--- config.mk ---
export PLATFORM = sky130hd
export DESIGN_NAME = biu_mem_responder
export DESIGN_NICKNAME = d
export VERILOG_FILES = /design/src/rtl/biu_mem_responder.sv
export SDC_FILE = /design/constraint.sdc
export NUM_CORES = 1
export LEC_CHECK = 0
export BUFFER_PORTS_ARGS = -buffer_cell sky130_fd_sc_hd__buf_2
export CAP_MARGIN = 30
export CORE_MARGIN = 10
export CORE_UTILIZATION = 43
export CTS_CLUSTER_SIZE = 12
export DETAILED_ROUTE_END_ITERATION = 8
export HOLD_SLACK_MARGIN = 0.08
export PLACE_DENSITY = 0.85
export RECOVER_POWER = 100
export SYNTH_ARGS = -nofsm -noshare
export SYNTH_HDL_FRONTEND = slang
export SYNTH_SLANG_ARGS = --single-unit
--- constraint.sdc ---
create_clock -name clk -period 3.1 [get_ports clk]
set_clock_uncertainty 0.15 [all_clocks]
set_input_delay 0.155 -clock clk [delete_from_list [all_inputs] [get_ports clk]]
set_output_delay 0.155 -clock clk [all_outputs]
set_load 0.01 [all_outputs]
--- src/rtl/biu_mem_responder.sv ---
// biu_mem_responder: BIU target that runs MOV/LOAD/STORE against the register file and memory port.
// Optional memory-ack watchdog enabled by defining BIU_TIMEOUT_EN.
module biu_mem_responder #(
    parameter int DATA_W  = 32,
    parameter int ADDR_W  = 16,
    parameter int RF_AW   = 5,
    parameter int TIMEOUT = 255
) (
    input  logic              clk,
    input  logic              rst,
    input  logic              cs_biu,
    input  logic [1:0]        sel_biu,
    input  logic [31:0]       ir,
    output logic              ready_bus,
    output logic              err,
    output logic [RF_AW-1:0]  rf_raddr_a,
    input  logic [DATA_W-1:0] rf_rdata_a,
    output logic [RF_AW-1:0]  rf_raddr_b,
    input  logic [DATA_W-1:0] rf_rdata_b,
    output logic              rf_we,
    output logic [RF_AW-1:0]  rf_waddr,
    output logic [DATA_W-1:0] rf_wdata,
    output logic              mem_req,
    output logic              mem_we,
    output logic [ADDR_W-1:0] mem_addr,
    output logic [DATA_W-1:0] mem_wdata,
    input  logic [DATA_W-1:0] mem_rdata,
    input  logic              mem_ack
);
    typedef enum logic [2:0] {IDLE, OPRD, MEM, WB, DONE} state_t;

    state_t             state, state_n;
    logic [31:0]        ir_q;
    logic               ls_q;
    logic [ADDR_W-1:0]  addr_q;
    logic [DATA_W-1:0]  wdata_q;
    logic [DATA_W-1:0]  res_q;
    logic               done_q;
    logic               err_q;
    logic               req;
    logic               tmo;
    logic               unused_bits;

    // A floating or low cs_biu is idle; only a driven 1 is a request.
    assign req = (cs_biu === 1'b1);

    assign rf_raddr_a  = RF_AW'(state == IDLE ? ir[9:5]   : ir_q[9:5]);
    assign rf_raddr_b  = RF_AW'(state == IDLE ? ir[14:10] : ir_q[14:10]);
    assign rf_waddr    = RF_AW'(ir_q[14:10]);
    assign rf_wdata    = res_q;
    assign rf_we       = (state == WB);
    assign mem_req     = (state == MEM);
    assign mem_we      = (state == MEM) && ir_q[18];
    assign mem_addr    = addr_q;
    assign mem_wdata   = wdata_q;
    assign ready_bus   = (state == DONE);
    assign err         = err_q;
    assign unused_bits = ^{ir[31:20], ir[17:15], ir[4:0], ir_q[31:20], ir_q[17:15]};

`ifdef BIU_TIMEOUT_EN
    localparam int TW = ($clog2(TIMEOUT + 1) < 8) ? 8 : $clog2(TIMEOUT + 1);
    logic [TW-1:0] tmo_cnt;
    always_ff @(posedge clk or posedge rst) begin
        if (rst) tmo_cnt <= '0;
        else     tmo_cnt <= (state == MEM) ? tmo_cnt + 1'b1 : '0;
    end
    assign tmo = (state == MEM) && !mem_ack && (tmo_cnt == TW'(TIMEOUT - 1));
`else
    assign tmo = 1'b0;
`endif

    always_ff @(posedge clk or posedge rst) begin
        if (rst) state <= IDLE;
        else     state <= state_n;
    end

    always_comb begin
        state_n = state;
        case (state)
            IDLE:    state_n = req ? (sel_biu[1] ? DONE : OPRD) : IDLE;
            OPRD:    state_n = ls_q ? MEM : WB;
            MEM:     state_n = mem_ack ? (ir_q[18] ? DONE : WB) : (tmo ? DONE : MEM);
            WB:      state_n = DONE;
            DONE:    state_n = (done_q && !req) ? IDLE : DONE;
            default: state_n = IDLE;
        endcase
    end

    always_ff @(posedge clk or posedge rst) begin
        if (rst) begin
            ir_q    <= '0;
            ls_q    <= 1'b0;
            addr_q  <= '0;
            wdata_q <= '0;
            res_q   <= '0;
            done_q  <= 1'b0;
            err_q   <= 1'b0;
        end else begin
            if (state == IDLE && req) begin
                ir_q <= ir;
                ls_q <= sel_biu[0];
            end
            if (state == OPRD) begin
                addr_q  <= ADDR_W'(rf_rdata_a + DATA_W'(ir_q[4:0]));
                wdata_q <= rf_rdata_b;
                res_q   <= ir_q[19] ? DATA_W'(ir_q[9:0]) : rf_rdata_a;
            end
            if (state == MEM && mem_ack && !ir_q[18]) res_q <= mem_rdata;
            done_q <= (state == DONE);
            // err is raised by a reserved dispatch or a watchdog expiry and cleared on return to IDLE.
            err_q  <= (state == IDLE) ? (req && sel_biu[1]) : ((state_n != IDLE) && (err_q || tmo));
        end
    end
endmodule

==> impl_metrics.toml <==
[run_status]
status = "finished with violations"
failed_checks = "max-capacitance violations, max-slew violations"

[clock_tree]
cts.reportedPaths.clkPinSlew_ns = 0.07
cts_tree = "yes"
clock_latency_ns = 0.35
clockBufferDepth = 2
root_buffer = "clkbuf_16"
cts.htree.levels = 3
cts_setup_buffers = 0
clkSinkCount = 103
cts_made_buffers = 9

[power]
ir_drop_v = 0.000553
p_leak_nw = 3.48
p_per_area_nw_per_um2 = 923

[sta]
fmax_mhz = 349
tightest_slew_ns = 2.01
period_minus_slack_ns = 2.87
rsz0062_at_grt = "no"
slew_headroom_pct = -34.4
timing.final.crit_share_pct = 92.5
timing.setup.tns_ns = 0
final_max_slew_viol_count = 52
setup_viol_count_final = 0
hold_violations = 0

[die]
die_y_um = 128
initial_core_util_pct = 44.0
rows = 39
fp.dieW_um = 128
die-area_sq_um = 16500
coreArea_sq_um = 11500
ios = 234

[logic_synthesis]
synthArstFlopShare_pct = 100
synth_top_area_cell = "dfrtp_1"
syn_nets = 643
synth_top_area_share_pct = 51.1
synth.most_common_cell = "nand2_1"
syn_inst = 503
synth.distinct_cells = 53
synth-seq-cells = 103
syn_area_sq_um = 5050
yosys_most_used_dff = "dfrtp_1"
synth_area_per_cell_sq_um = 10.0
ys_seq_area_share_pct = 51.1
synthTopCellsByArea = "dfrtp_1 51%, nand2_1 11%, mux2_2 6.0%"
ys_warn_count = 0
synth_edf_count = 0
synth.top_cells.by_count = "143 x nand2_1, 103 x dfrtp_1, 28 x a21oi_1"

[global_routing]
grt_overflow = 0
grt_max_degree = 68
grt_pass1_vias = 5354
grt_util_all_layers_pct = 21.5
antenna_found_initial = 1
grt_pass1_wl_um = 28500

[critical_path]
end_kind = "flop"
cp.required_ns = 3.23
startpoint = "state[0]"
rrSetupSlack_ns = 0.23
worst_setup_path_start_kind = "flop"
crit_arrival_ns = 3.00
regToRegStartpoint = "state[0]"
crit_path_max_fanout = 25
crit_type = "reg2reg"

[cells_and_area]
drive_gt1_share_pct = 22.7
stdcell_count = 974
nFillCells = 918
syn2layout_area_growth_pct = 48.8
final_nets = 964
stdcell_area_sq_um = 7510

[drt]
route.detailed.drc = 0
viasPerCell = 5.17
wl_per_cell_um = 18.7
first_pass_iters = 5
first_iter_violations = 314
drt_wl_total_um = 18200
dr_total_vias = 5035
postRouteAntennaNets = 0

[placed_design]
io_buffers = 218
dpl-instance-area_sq_um = 6210
dp_hpwl_um = 11500
placed_cells = 840
gp_congestion = 0.860

[hold_path]
hold_path_class = "in2reg"
min_from = "rf_rdata_a[31]"

[flow_run]
cap_violations = 1
report_power, final:
part / total [mW] / switching (mW) / internal (mW)
Combinational: 3.25 / 1.84 / 1.41
Clock: 1.23 / 0.496 / 0.730
Sequential: 2.46 / 0.464 / 1.99
Total: 6.93 / 2.80 / 4.13
cell usage in the layout (no fill, tap or decap), types with 3 or more instances in the layout:
cell	n
and2_1	3
clkbuf_1	105
ha_1	5
buf_4	5
nand3_1	3
buf_2	118
inv_1	6
dfrtp_1	102
o21a_1	3
dlygate4sd3_1	116
xor2_1	6
nand2_1	143
nor2_1	14
nor3_1	3
clkbuf_16	9
a221o_1	10
xnor2_1	4
a21oi_1	28
o21ai_1	12
mux2_2	27
nor3b_2	6
o21ai_0	19
nor3b_1	19
mux2i_1	12
o21ai_2	7
area by class of cell:
type	instances	area, sq um	area share [%]
clock buffer	11	243	3.23
multi-input combinational	358	2180	29.0
inverter	7	26.3	0.350
timing repair buffer	345	2220	29.6
sequential	103	2580	34.3
tap	143	179	2.38
antenna	2	5.00	0.0666
clock inverter	5	81.3	1.08
metal layers:
layer,GRT usage [%],part of all wire [%],vias up
li1,-,-,2364
met4,11.4,3.6,0
met5,0,0,-
met2,36.1,50,223
met1,24.2,38,2398
met3,6.41,8.3,50
metrics by stage:
stage	hold WS (ns)	utilization [%]	setup slack, ns	power [mW]
final	0.0999	65.5	0.232	6.93
after global routing	0.131	65.5	0.116	7.42
after CTS	0.0804	67.1	0.351	7.07
after detailed placement	0.147	54.2	0.865	5.52
after global placement	0.146	54.2	0.912	5.41
after floorplan	0.110	-	0.0912	4.37
final timing paths:
path,to,cells past startpoint
max,rf_wdata[23],7
min,rf_wdata[31],4
max reg2reg,rf_wdata[23],7
min reg2reg,mem_wdata[27],2
max in group asynchronous,ir_q[19],3
min in group asynchronous,mem_wdata[23],3
logic make-up (layout without fill, tap and decap cells):
family	after synthesis	after routing	share of synthesized area, %
compound gates	94	94	11.8
xor+xnor	10	10	1.74
fa+ha+maj	6	6	1.64
buf+inv	42	368	5.08
flops	103	103	51.1
mux	39	39	8.41
other cells	0	2	0
simple gates	209	209	20.3
worst max-delay path, cell delays in order (launching register included):
cell and delay [ns]:
dfrtp_1 0.47, inv_2 0.07, or3_1 0.70, buf_4 0.38, nor3b_2 0.20, a21oi_1 0.05
o21ai_0 0.19, dlygate4sd3_1 0.58
sequential cells by signal, summed over array words and instances (netlist names):
signal,count
mem_wdata,32
rf_wdata,32
ir_q,17
mem_addr,16
state,3
done_q,1
err,1
ls_q,1
timing repair:
| action | in CTS | in global routing |
|---|---|---|
| hold buffers | 116 | 0 |
| gates resized for setup | 0 | 0 |
| endpoints found under the hold margin | 149 | 0 |
No activity file was read; power rests on OpenSTA's default activity.
